`src/rtl/plic_gen2.sv`:
```
// rtl/plic_gen2.sv - platform-level interrupt controller with level/edge gateways and one hart context
module plic_gen2 #(
    parameter int NUM_SRC = 31,
    parameter int PRIO_W  = 3
) (
    input  logic               clk,
    input  logic               rst,
    input  logic               plic_icb_cmd_valid,
    output logic               plic_icb_cmd_ready,
    input  logic [31:0]        plic_icb_cmd_addr,
    input  logic               plic_icb_cmd_read,
    input  logic [31:0]        plic_icb_cmd_wdata,
    input  logic [3:0]         plic_icb_cmd_wmask,
    output logic               plic_icb_rsp_valid,
    input  logic               plic_icb_rsp_ready,
    output logic               plic_icb_rsp_err,
    output logic [31:0]        plic_icb_rsp_rdata,
    input  logic [NUM_SRC:0]   plic_irq_port,
    output logic               core_ex_trap_valid_i,
    output logic [4:0]         core_ex_trap_id_i,
    input  logic               core_ex_trap_ready_o,
    input  logic               core_ex_trap_cplet_o,
    input  logic [4:0]         core_ex_trap_cplet_id_o
);

    localparam logic [27:0] A_IP     = 28'h0001000;
    localparam logic [27:0] A_TRIG   = 28'h0001080;
    localparam logic [27:0] A_IE     = 28'h0002000;
    localparam logic [27:0] A_THRESH = 28'h0200000;
    localparam logic [27:0] A_CLAIM  = 28'h0200004;
    localparam logic [31:0] NSRC     = NUM_SRC;

    logic [PRIO_W-1:0] r_prio [NUM_SRC:0];
    logic [NUM_SRC:0]  r_ie, r_trig, r_ip, r_insvc, r_latch, r_line_q;
    logic [PRIO_W-1:0] r_thresh;
    logic              r_rsp_valid, r_rsp_err;
    logic [31:0]       r_rsp_rdata;
    logic              r_trap_valid;
    logic [4:0]        r_trap_id;

    logic [27:0]       w_addr;
    logic [4:0]        w_prio_idx;
    logic              w_is_prio, w_is_ip, w_is_trig, w_is_ie, w_is_thresh, w_is_claim, w_mapped;
    logic              w_cmd_hs, w_wr, w_core_claim, w_bus_claim, w_claim_any, w_bus_cplt;
    logic [NUM_SRC:0]  w_wr_vec, w_trig_chg, w_rise, w_claim_vec, w_cplt_vec;
    logic [NUM_SRC:0]  w_ip_nxt, w_insvc_nxt, w_latch_nxt;
    logic [31:0]       w_rdata;
    logic [4:0]        w_best_id;
    logic [PRIO_W-1:0] w_best_prio;
    logic              w_unused;

    assign w_unused = ^{plic_icb_cmd_wmask, plic_icb_cmd_addr[31:28], plic_irq_port[0]};

    assign w_addr      = plic_icb_cmd_addr[27:0];
    assign w_prio_idx  = w_addr[6:2];
    assign w_is_prio   = (w_addr[27:12] == 16'd0) && (w_addr[1:0] == 2'd0)
                         && ({22'd0, w_addr[11:2]} <= NSRC);
    assign w_is_ip     = (w_addr == A_IP);
    assign w_is_trig   = (w_addr == A_TRIG);
    assign w_is_ie     = (w_addr == A_IE);
    assign w_is_thresh = (w_addr == A_THRESH);
    assign w_is_claim  = (w_addr == A_CLAIM);
    assign w_mapped    = w_is_prio | w_is_ip | w_is_trig | w_is_ie | w_is_thresh | w_is_claim;

    assign plic_icb_cmd_ready = ~r_rsp_valid | plic_icb_rsp_ready;
    assign w_cmd_hs   = plic_icb_cmd_valid & plic_icb_cmd_ready;
    assign w_wr       = w_cmd_hs & ~plic_icb_cmd_read;
    assign w_wr_vec   = {plic_icb_cmd_wdata[NUM_SRC:1], 1'b0};
    assign w_trig_chg = (w_wr && w_is_trig) ? (r_trig ^ w_wr_vec) : '0;
    assign w_rise     = plic_irq_port & ~r_line_q;

    // The core handshake takes precedence; a colliding bus CLAIM read sees nothing.
    assign w_core_claim = r_trap_valid & core_ex_trap_ready_o;
    assign w_bus_claim  = w_cmd_hs & plic_icb_cmd_read & w_is_claim & r_trap_valid & ~w_core_claim;
    assign w_claim_any  = w_core_claim | w_bus_claim;
    assign w_bus_cplt   = w_wr & w_is_claim;

    always_comb begin
        w_claim_vec = '0;
        w_cplt_vec  = '0;
        for (int i = 1; i <= NUM_SRC; i++) begin
            w_claim_vec[i] = w_claim_any && (r_trap_id == 5'(i));
            w_cplt_vec[i]  = r_insvc[i]
                             && ((core_ex_trap_cplet_o && (core_ex_trap_cplet_id_o == 5'(i)))
                                 || (w_bus_cplt && (plic_icb_cmd_wdata == 32'(i))));
        end
    end

    // Gateway: an edge seen while the source is busy parks in the latch until completion.
    always_comb begin
        w_ip_nxt    = r_ip;
        w_insvc_nxt = r_insvc;
        w_latch_nxt = r_latch;
        for (int i = 1; i <= NUM_SRC; i++) begin
            if (w_claim_vec[i]) begin
                w_ip_nxt[i]    = 1'b0;
                w_insvc_nxt[i] = 1'b1;
            end
            if (w_cplt_vec[i]) begin
                w_insvc_nxt[i] = 1'b0;
                if (r_trig[i] && r_latch[i]) begin
                    w_ip_nxt[i]    = 1'b1;
                    w_latch_nxt[i] = 1'b0;
                end
            end
            if (r_trig[i]) begin
                if (w_rise[i]) begin
                    if ((r_insvc[i] && !w_cplt_vec[i]) || w_claim_vec[i])
                        w_latch_nxt[i] = 1'b1;
                    else
                        w_ip_nxt[i] = 1'b1;
                end
            end else if (plic_irq_port[i] && !r_ip[i] && !r_insvc[i]) begin
                w_ip_nxt[i] = 1'b1;
            end
        end
        w_latch_nxt = w_latch_nxt & ~w_trig_chg;
    end

    // Ascending scan with strict '>' keeps the lowest ID on priority ties.
    always_comb begin
        w_best_id   = '0;
        w_best_prio = '0;
        for (int i = 1; i <= NUM_SRC; i++) begin
            if (r_ip[i] && r_ie[i] && (r_prio[i] > w_best_prio)) begin
                w_best_id   = 5'(i);
                w_best_prio = r_prio[i];
            end
        end
    end

    always_comb begin
        w_rdata = '0;
        if (plic_icb_cmd_read) begin
            if (w_is_prio)   w_rdata[PRIO_W-1:0]  = r_prio[w_prio_idx];
            if (w_is_ip)     w_rdata[NUM_SRC:0]   = r_ip;
            if (w_is_trig)   w_rdata[NUM_SRC:0]   = r_trig;
            if (w_is_ie)     w_rdata[NUM_SRC:0]   = r_ie;
            if (w_is_thresh) w_rdata[PRIO_W-1:0]  = r_thresh;
            if (w_bus_claim) w_rdata[4:0]         = r_trap_id;
        end
    end

    always_ff @(posedge clk) begin
        if (rst) begin
            for (int i = 0; i <= NUM_SRC; i++) r_prio[i] <= '0;
            r_ie         <= '0;
            r_trig       <= '0;
            r_ip         <= '0;
            r_insvc      <= '0;
            r_latch      <= '0;
            r_line_q     <= '0;
            r_thresh     <= '0;
            r_rsp_valid  <= 1'b0;
            r_rsp_err    <= 1'b0;
            r_rsp_rdata  <= '0;
            r_trap_valid <= 1'b0;
            r_trap_id    <= '0;
        end else begin
            r_line_q <= plic_irq_port;
            r_ip     <= w_ip_nxt;
            r_insvc  <= w_insvc_nxt;
            r_latch  <= w_latch_nxt;
            if (w_wr) begin
                if (w_is_prio && (w_prio_idx != 5'd0)) r_prio[w_prio_idx] <= plic_icb_cmd_wdata[PRIO_W-1:0];
                if (w_is_trig)   r_trig   <= w_wr_vec;
                if (w_is_ie)     r_ie     <= w_wr_vec;
                if (w_is_thresh) r_thresh <= plic_icb_cmd_wdata[PRIO_W-1:0];
            end
            // Blank one cycle after any claim so the claimed ID is never offered twice.
            if (w_claim_any) begin
                r_trap_valid <= 1'b0;
                r_trap_id    <= '0;
            end else begin
                r_trap_valid <= (w_best_id != 5'd0) && (w_best_prio > r_thresh);
                r_trap_id    <= w_best_id;
            end
            if (w_cmd_hs) begin
                r_rsp_valid <= 1'b1;
                r_rsp_err   <= ~w_mapped;
                r_rsp_rdata <= w_rdata;
            end else if (plic_icb_rsp_ready) begin
                r_rsp_valid <= 1'b0;
                r_rsp_err   <= 1'b0;
                r_rsp_rdata <= '0;
            end
        end
    end

    assign plic_icb_rsp_valid   = r_rsp_valid;
    assign plic_icb_rsp_err     = r_rsp_err;
    assign plic_icb_rsp_rdata   = r_rsp_rdata;
    assign core_ex_trap_valid_i = r_trap_valid;
    assign core_ex_trap_id_i    = r_trap_id;

endmodule

```
`config.mk`:
```
export PLATFORM = sky130hd
export DESIGN_NAME = plic_gen2
export DESIGN_NICKNAME = d
export VERILOG_FILES = /design/src/rtl/plic_gen2.sv
export SDC_FILE = /design/constraint.sdc
export NUM_CORES = 1
export LEC_CHECK = 0
export ABC_AREA = 1
export ABC_CLOCK_PERIOD_IN_PS = 30900
export CORE_AREA = 2 2 290 292
export CTS_BUF_LIST = sky130_fd_sc_hd__clkbuf_8
export CTS_CLUSTER_DIAMETER = 50
export DETAILED_ROUTE_END_ITERATION = 8
export DIE_AREA = 0 0 292 294
export HOLD_SLACK_MARGIN = 0.1
export PLACE_DENSITY = 0.52
export SLEW_MARGIN = 10
export SYNTH_ARGS = -nofsm -noshare
export SYNTH_HDL_FRONTEND = slang
export SYNTH_SLANG_ARGS = --single-unit
```
`constraint.sdc`:
```
create_clock -name clk -period 30.9 [get_ports clk]
set_input_delay 6.18 -clock clk [delete_from_list [all_inputs] [get_ports clk]]
set_output_delay 6.18 -clock clk [all_outputs]
set_load 0.02 [all_outputs]
```
==> impl_metrics.py, run 1 <==
metrics = {
    "sta": {
        "fmax_ghz": 0.0348,
        "period_share_pct": 93.0,
        "skew_ps": 56.3,
        "fin_crit_ps": 28730,
        "tightest_slew_ps": 1180,
        "setup_tns_ps": 0,
        "slew_viol_final": 0,
        "finalSetupViolations": 0,
        "slew-limit-headroom_pct": 21.4,
        "hold_ws_ps": 466,
        "hold_viol": 0,
    },
    "run_status": {
        "status": "completed",
    },
    "worst_setup_path": {
        "required_ps": 31500,
        "startpoint_type": "flip-flop",
        "cp.arrival_ps": 29330,
        "end_kind": "flip-flop",
        "cp_max_fo": 6,
        "cp_slowest_cell": "dfxtp_2",
        "path_class": "flip-flop to flip-flop",
        "cpPeakStageDelay_ps": 340,
        "crit_family": "simple AND/OR/NAND/NOR gates",
        "cp_num_buf_inv": 14,
    },
    "layout": {
        "area_delta_synth_final_pct": 27.0,
        "layout_common_cells": "466 x nand2_1, 421 x inv_1, 345 x nor2_1",
        "seqCellArea_sq_um": 7470,
        "num-nets-final": 3189,
        "multi_input_area_sq_um": 10700,
        "layout-drive-gt1-share_pct": 15.9,
        "design_area_sq_um": 25000,
        "final.fill_count": 9000,
        "layoutNonFillerInstCount": 4162,
        "final_common_cell": "nand2_1",
    },
    "global_route": {
        "antenna_found_initial": 4,
        "use_met1_pct": 23.0,
        "track_usage_pct": 16.9,
        "grt-busiest-layer": "met2",
        "globalRouteOverflowTotal": 0,
        "grt_use_met3_pct": 3.43,
        "met2_usage_pct": 26.4,
        "grt_max_degree": 74,
        "grt_pass1_vias": 18677,
        "grt_pass1_wl_um": 111000,
    },
    "detailed_routing": {
        "totalWireLength_um": 74900,
        "drc_errors": 0,
        "ant_nets": 0,
        "first_iter_violations": 1636,
        "wl_per_cell_um": 18.0,
        "viasPerCell": 4.80,
        "vias": 19986,
        "first_pass_iters": 6,
    },
    "clocking": {
        "numCtsBuffers": 59,
        "cts_tree": "done",
        "clk_latency_ps": 690,
        "clk_path_buf_depth": 3,
        "path_clk_slew_ps": 70,
        "hold_buffers": 0,
        "root_buffer": "clkbuf_8",
        "cts_sinks": 325,
        "htreeDepth": 2,
    },
    "synthesis": {
        "async_reset_ff_share_pct": 0,
        "synth.area.top_cells": "dfxtp_1 23%, edfxtp_1 15%, nand2_1 9.1%",
        "ys.warnings.count": 0,
        "syn_area_sq_um": 19700,
        "avgSynthCellArea_sq_um": 7.10,
        "synth_cell_type_count": 57,
        "synth_ff_type": "dfxtp_1",
        "synth_edf_count": 96,
        "synth-seq-cells": 325,
        "syn_inst": 2768,
        "synth_top_area_cell": "dfxtp_1",
        "yosysSeqAreaShare_pct": 38.0,
        "synth_top_area_share_pct": 23.3,
    },
    "power": {
        "peakVddDrop_v": 0.0000385,
        "p_per_area_nw_per_um2": 39.5,
        "power_leakage_uw": 0.0101,
    },
    "floorplanning": {
        "core-area_sq_um": 82900,
        "start_util_pct": 23.7,
        "ioPinCount": 153,
        "die_h_um": 294,
        "rows": 106,
        "die_x_um": 292,
        "die-area_sq_um": 85800,
    },
    "place": {
        "dpl.cell_count": 4048,
        "io_buffer_count": 143,
        "post-dp-hpwl_um": 56200,
        "place_congestion": 0.898,
        "post_dp_cell_area_sq_um": 23200,
    },
    "flow_run": {
        "drv_cap": 0,
    },
    "hold_path": {
        "min-delay-path-class": "flip-flop to flip-flop",
    },
}
==> registers in the layout, indices dropped and copies added (netlist names) <==
name,cells
core_ex_trap_id_i,5
core_ex_trap_valid_i,1
plic_icb_rsp_err,1
plic_icb_rsp_rdata,32
plic_icb_rsp_valid,1
r_ie,31
r_insvc,31
r_ip,31
r_latch,31
r_line_q,31
r_prio,96
r_thresh,3
r_trig,31
==> per-stage QoR <==
step           worst slack, ps  power (uW)  utilization [%]
2_1_floorplan             1620         506                -
3_3_place_gp              -634         549             28.0
3_5_place_dp              -603         549             28.0
4_1_cts                   5.27         993             29.5
5_1_grt                   -239        1020             30.1
6_report                  2170         986             30.1
==> report_power, final <==
group / internal [uW] / total (uW) / switching, uW
logic: 32.3 / 87.2 / 54.9
registers: 448 / 456 / 7.99
clock network: 245 / 443 / 198
==> kinds of logic (layout without fill, tap and decap cells) <==
logic type,count (synthesis),in the layout,synth area share [%]
compound gates,549,549,17.8
buf+inv,524,835,10.0
other cells,1,4,0.0191
xor+xnor,30,30,1.34
simple gates,1299,1299,30.3
flops,325,325,38.0
fa+ha+maj,40,40,2.55
==> synth_stat cells, types with 3 or more instances <==
cell,count
ha_1,40
a22oi_1,24
or2_2,14
a21oi_2,5
o2111ai_1,20
edfxtp_1,96
nand3_1,166
nor2_1,356
inv_2,17
clkinv_1,11
a221oi_1,31
o221ai_1,8
dfxtp_1,229
nand2_4,16
nor3_1,88
nor4_1,32
o22ai_1,48
nand3_2,34
o21ai_0,166
xor2_1,30
a21oi_4,3
o211ai_1,7
nand4_1,39
nand2_2,72
a32o_1,9
a211oi_1,37
o21ai_1,5
o31ai_1,14
clkbuf_1,85
inv_1,404
nand2_1,475
buf_1,6
a21oi_1,117
a31oi_1,31
==> worst reg2reg max path, delay by kind of cell (launching register included) <==
family / cells / cell delay, ps
buffers and inverters: 14 / 1250
AO/OA/AOI/OAI: 43 / 4770
AND/OR/NAND/NOR: 142 / 13720
flip-flops: 1 / 340
adder cells (fa/ha/maj): 31 / 8520
==> layer usage <==
layer | vias up | wire length (um)
li1 | 9854 | -
met3 | 124 | 6300
met4 | 4 | 2320
met1 | 9271 | 33600
met2 | 733 | 32700
met5 | - | 23
==> final timing paths <==
check,start,cells after the start,slack (ps),to
setup / recovery,r_ie[1]$_SDFFE_PP0P_,230,2170,core_ex_trap_valid_i$_SDFF_PP0_
hold / removal,plic_icb_rsp_rdata[15]$_SDFFE_PP0P_,2,470,plic_icb_rsp_rdata[15]$_SDFFE_PP0P_
setup reg to reg,r_ie[1]$_SDFFE_PP0P_,230,2170,core_ex_trap_valid_i$_SDFF_PP0_
hold reg to reg,plic_icb_rsp_rdata[15]$_SDFFE_PP0P_,2,470,plic_icb_rsp_rdata[15]$_SDFFE_PP0P_
==> final cells by class <==
cell class,count,area share [%]
clock inverter,40,1.46
tap,1080,5.41
inverter,433,6.54
sequential,325,29.9
antenna,1,0.0100
clock buffer,65,3.58
multi-input combinational,1921,42.7
timing repair buffer,297,10.4
==> timing repair <==
action,CTS,global route
endpoints found under the hold margin,0,0
pin swaps,1,31
endpoints found under the setup margin,6,6
gates resized for setup,11,115
setup buffers,0,8
Note: power is estimated with default switching activity, not from simulation.
==> run 2, diff against run 1 <==
--- a/config.mk
+++ b/config.mk
@@ -10,6 +10,7 @@
 export CORE_AREA = 2 2 290 292
 export CTS_BUF_LIST = sky130_fd_sc_hd__clkbuf_8
 export CTS_CLUSTER_DIAMETER = 50
+export CTS_CLUSTER_SIZE = 10
 export DETAILED_ROUTE_END_ITERATION = 8
 export DIE_AREA = 0 0 292 294
 export HOLD_SLACK_MARGIN = 0.1
==> run 2 against run 1 <==
  * Clock power fell by 18%
  * Power fell by 8.0%
  * Combinational power fell by 0.5%
  * Critical path depth did not move
  * Core utilization fell by 0.42 points
  * Final area fell by 1.4%
  * Count of clock-buffer cells in the layout fell by 13
  * Clock skew fell by 12 ps
==> impl_metrics.py, run 2 (synthesis gave the netlist of run 1 again) <==
metrics = {
    "floorplanning": {
        "start_util_pct": 23.7,
        "ioPinCount": 153,
        "die_h_um": 294,
        "core-area_sq_um": 82900,
        "die_x_um": 292,
        "rows": 106,
        "die-area_sq_um": 85800,
    },
    "clocking": {
        "htreeDepth": 2,
        "cts_sinks": 325,
        "hold_buffers": 0,
        "path_clk_slew_ps": 70,
        "clk_path_buf_depth": 3,
        "clk_latency_ps": 660,
        "cts_tree": "done",
        "root_buffer": "clkbuf_8",
        "numCtsBuffers": 48,
    },
    "worst_setup_path": {
        "required_ps": 31490,
        "cpPeakStageDelay_ps": 350,
        "cp_slowest_cell": "dfxtp_1",
        "startpoint_type": "flip-flop",
        "cp_num_buf_inv": 14,
        "cp.arrival_ps": 29360,
        "cp_max_fo": 6,
        "path_class": "flip-flop to flip-flop",
        "crit_top_cell": "nand2_2",
        "crit_family": "simple AND/OR/NAND/NOR gates",
        "end_kind": "flip-flop",
    },
    "flow_run": {
        "drv_cap": 0,
    },
    "sta": {
        "fin_crit_ps": 28770,
        "slew_viol_final": 0,
        "period_share_pct": 93.1,
        "setup_tns_ps": 0,
        "finalSetupViolations": 0,
        "hold_viol": 0,
        "slew-limit-headroom_pct": 19.7,
        "fmax_ghz": 0.0348,
        "skew_ps": 44.5,
        "tightest_slew_ps": 1200,
    },
    "place": {
        "place_congestion": 0.898,
        "io_buffer_count": 143,
        "post-dp-hpwl_um": 56200,
        "dpl.cell_count": 4048,
    },
    "power": {
        "peakVddDrop_v": 0.0000257,
        "p_per_area_nw_per_um2": 36.8,
        "power_leakage_uw": 0.00988,
        "p_int_uw": 655,
        "swShare_pct": 27.8,
        "combPwrFrac_pct": 9.6,
        "power_switching_uw": 252,
        "p_total_uw": 907,
        "pwr-share-seq_pct": 50.2,
        "p_clk_share_pct": 40.2,
    },
    "detailed_routing": {
        "ant_nets": 0,
        "vias": 19849,
        "first_iter_violations": 1606,
        "wl_per_cell_um": 18.1,
        "viasPerCell": 4.80,
        "drc_errors": 0,
        "first_pass_iters": 7,
        "totalWireLength_um": 74700,
    },
    "hold_path": {
        "min-delay-path-class": "flip-flop to flip-flop",
    },
    "global_route": {
        "globalRouteOverflowTotal": 0,
        "track_usage_pct": 16.8,
        "antenna_found_initial": 4,
        "grt_pass1_wl_um": 111000,
        "grt_pass1_vias": 18616,
        "grt_max_degree": 74,
    },
    "layout": {
        "layout-drive-gt1-share_pct": 15.6,
        "largest_reg_flops": 96,
        "final_common_cell": "nand2_1",
        "layoutNonFillerInstCount": 4132,
        "area_delta_synth_final_pct": 25.3,
        "regMostFlops": "r_prio",
        "num-nets-final": 3177,
        "layout_common_cells": "466 x nand2_1, 406 x inv_1, 345 x nor2_1",
        "final_util_pct": 29.7,
    },
    "run_status": {
        "status": "completed",
    },
}
-- run 2: cell types whose count changed in the layout (fill, tap and decap cells not counted), moves of 2 or more --
| cell | delta |
|---|---|
| clkinv_8 | -2 |
| clkinvlp_4 | +2 |
| clkbuf_8 | -13 |
| inv_6 | +5 |
| bufinv_16 | -4 |
| inv_1 | -15 |
| clkinv_2 | -4 |
-- run 2: final timing paths --
check,cells past startpoint,from,endpoint,slack [ps]
worst max-delay path,230,r_ip[1]$_SDFF_PP0_,core_ex_trap_valid_i$_SDFF_PP0_,2130
worst min-delay path,2,plic_icb_rsp_rdata[15]$_SDFFE_PP0P_,plic_icb_rsp_rdata[15]$_SDFFE_PP0P_,470
worst max register to register,230,r_ip[1]$_SDFF_PP0_,core_ex_trap_valid_i$_SDFF_PP0_,2130
worst min register to register,2,plic_icb_rsp_rdata[15]$_SDFFE_PP0P_,plic_icb_rsp_rdata[15]$_SDFFE_PP0P_,470
-- run 2: worst reg2reg max path, delay by kind of cell, from the launching register on --
kind / cells / cell delay, ps
AND/OR/NAND/NOR: 142 / 13860
AO/OA/AOI/OAI: 43 / 4680
flip-flops: 1 / 350
buffers and inverters: 14 / 1260
adder cells (fa/ha/maj): 31 / 8540
-- run 2: power by group through the flow --
stage          clock network [uW]  registers (uW)  logic (uW)
2_1_floorplan                   0             461        44.2
3_3_place_gp                    0             465        84.4
3_5_place_dp                    0             465        84.4
4_1_cts                       374             455        84.9
5_1_grt                       391             456        94.6
6_report                      365             455        86.8
-- run 2: layout make-up --
| class | instances | area, sq um |
|---|---|---|
| antenna | 1 | 2.50 |
| clock inverter | 24 | 216 |
| inverter | 433 | 1630 |
| multi-input combinational | 1921 | 10700 |
| clock buffer | 52 | 716 |
| tap | 1080 | 1350 |
| fill | 9032 | 58300 |
| sequential | 325 | 7470 |
| timing repair buffer | 296 | 2580 |
-- run 2: metrics by stage --
step / hold slack [ps] / setup slack [ps] / instance area [sq um]
after global routing: 483 / -210 / 24600
after CTS: 469 / 24.0 / 24200
final: 466 / 2130 / 24600
after global placement: 456 / -634 / 23200
after floorplan: 443 / 1620 / 19700
after detailed placement: 459 / -603 / 23200
-- run 2: layer usage --
layer	vias up	global-route usage (%)	wire length (um)
li1	9829	-	-
met1	9202	22.9	33800
met2	700	26.3	32300
met3	114	3.66	6200
met4	4	5.85	2310
met5	-	0	23
-- run 2: timing repair --
action / CTS / global route
pin swaps: 1 / 30
setup endpoints to repair: 6 / 6
buffers inserted: 0 / 7
cloned: 0 / 0
gates resized for setup: 11 / 112
==> run 3, diff against run 2 <==
--- a/config.mk
+++ b/config.mk
@@ -6,7 +6,6 @@
 export NUM_CORES = 1
 export LEC_CHECK = 0
 export ABC_AREA = 1
-export ABC_CLOCK_PERIOD_IN_PS = 30900
 export CORE_AREA = 2 2 290 292
 export CTS_BUF_LIST = sky130_fd_sc_hd__clkbuf_8
 export CTS_CLUSTER_DIAMETER = 50
==> results of run 3 <==
No change in the layout: final DEF, timing and power equal those of run 2.
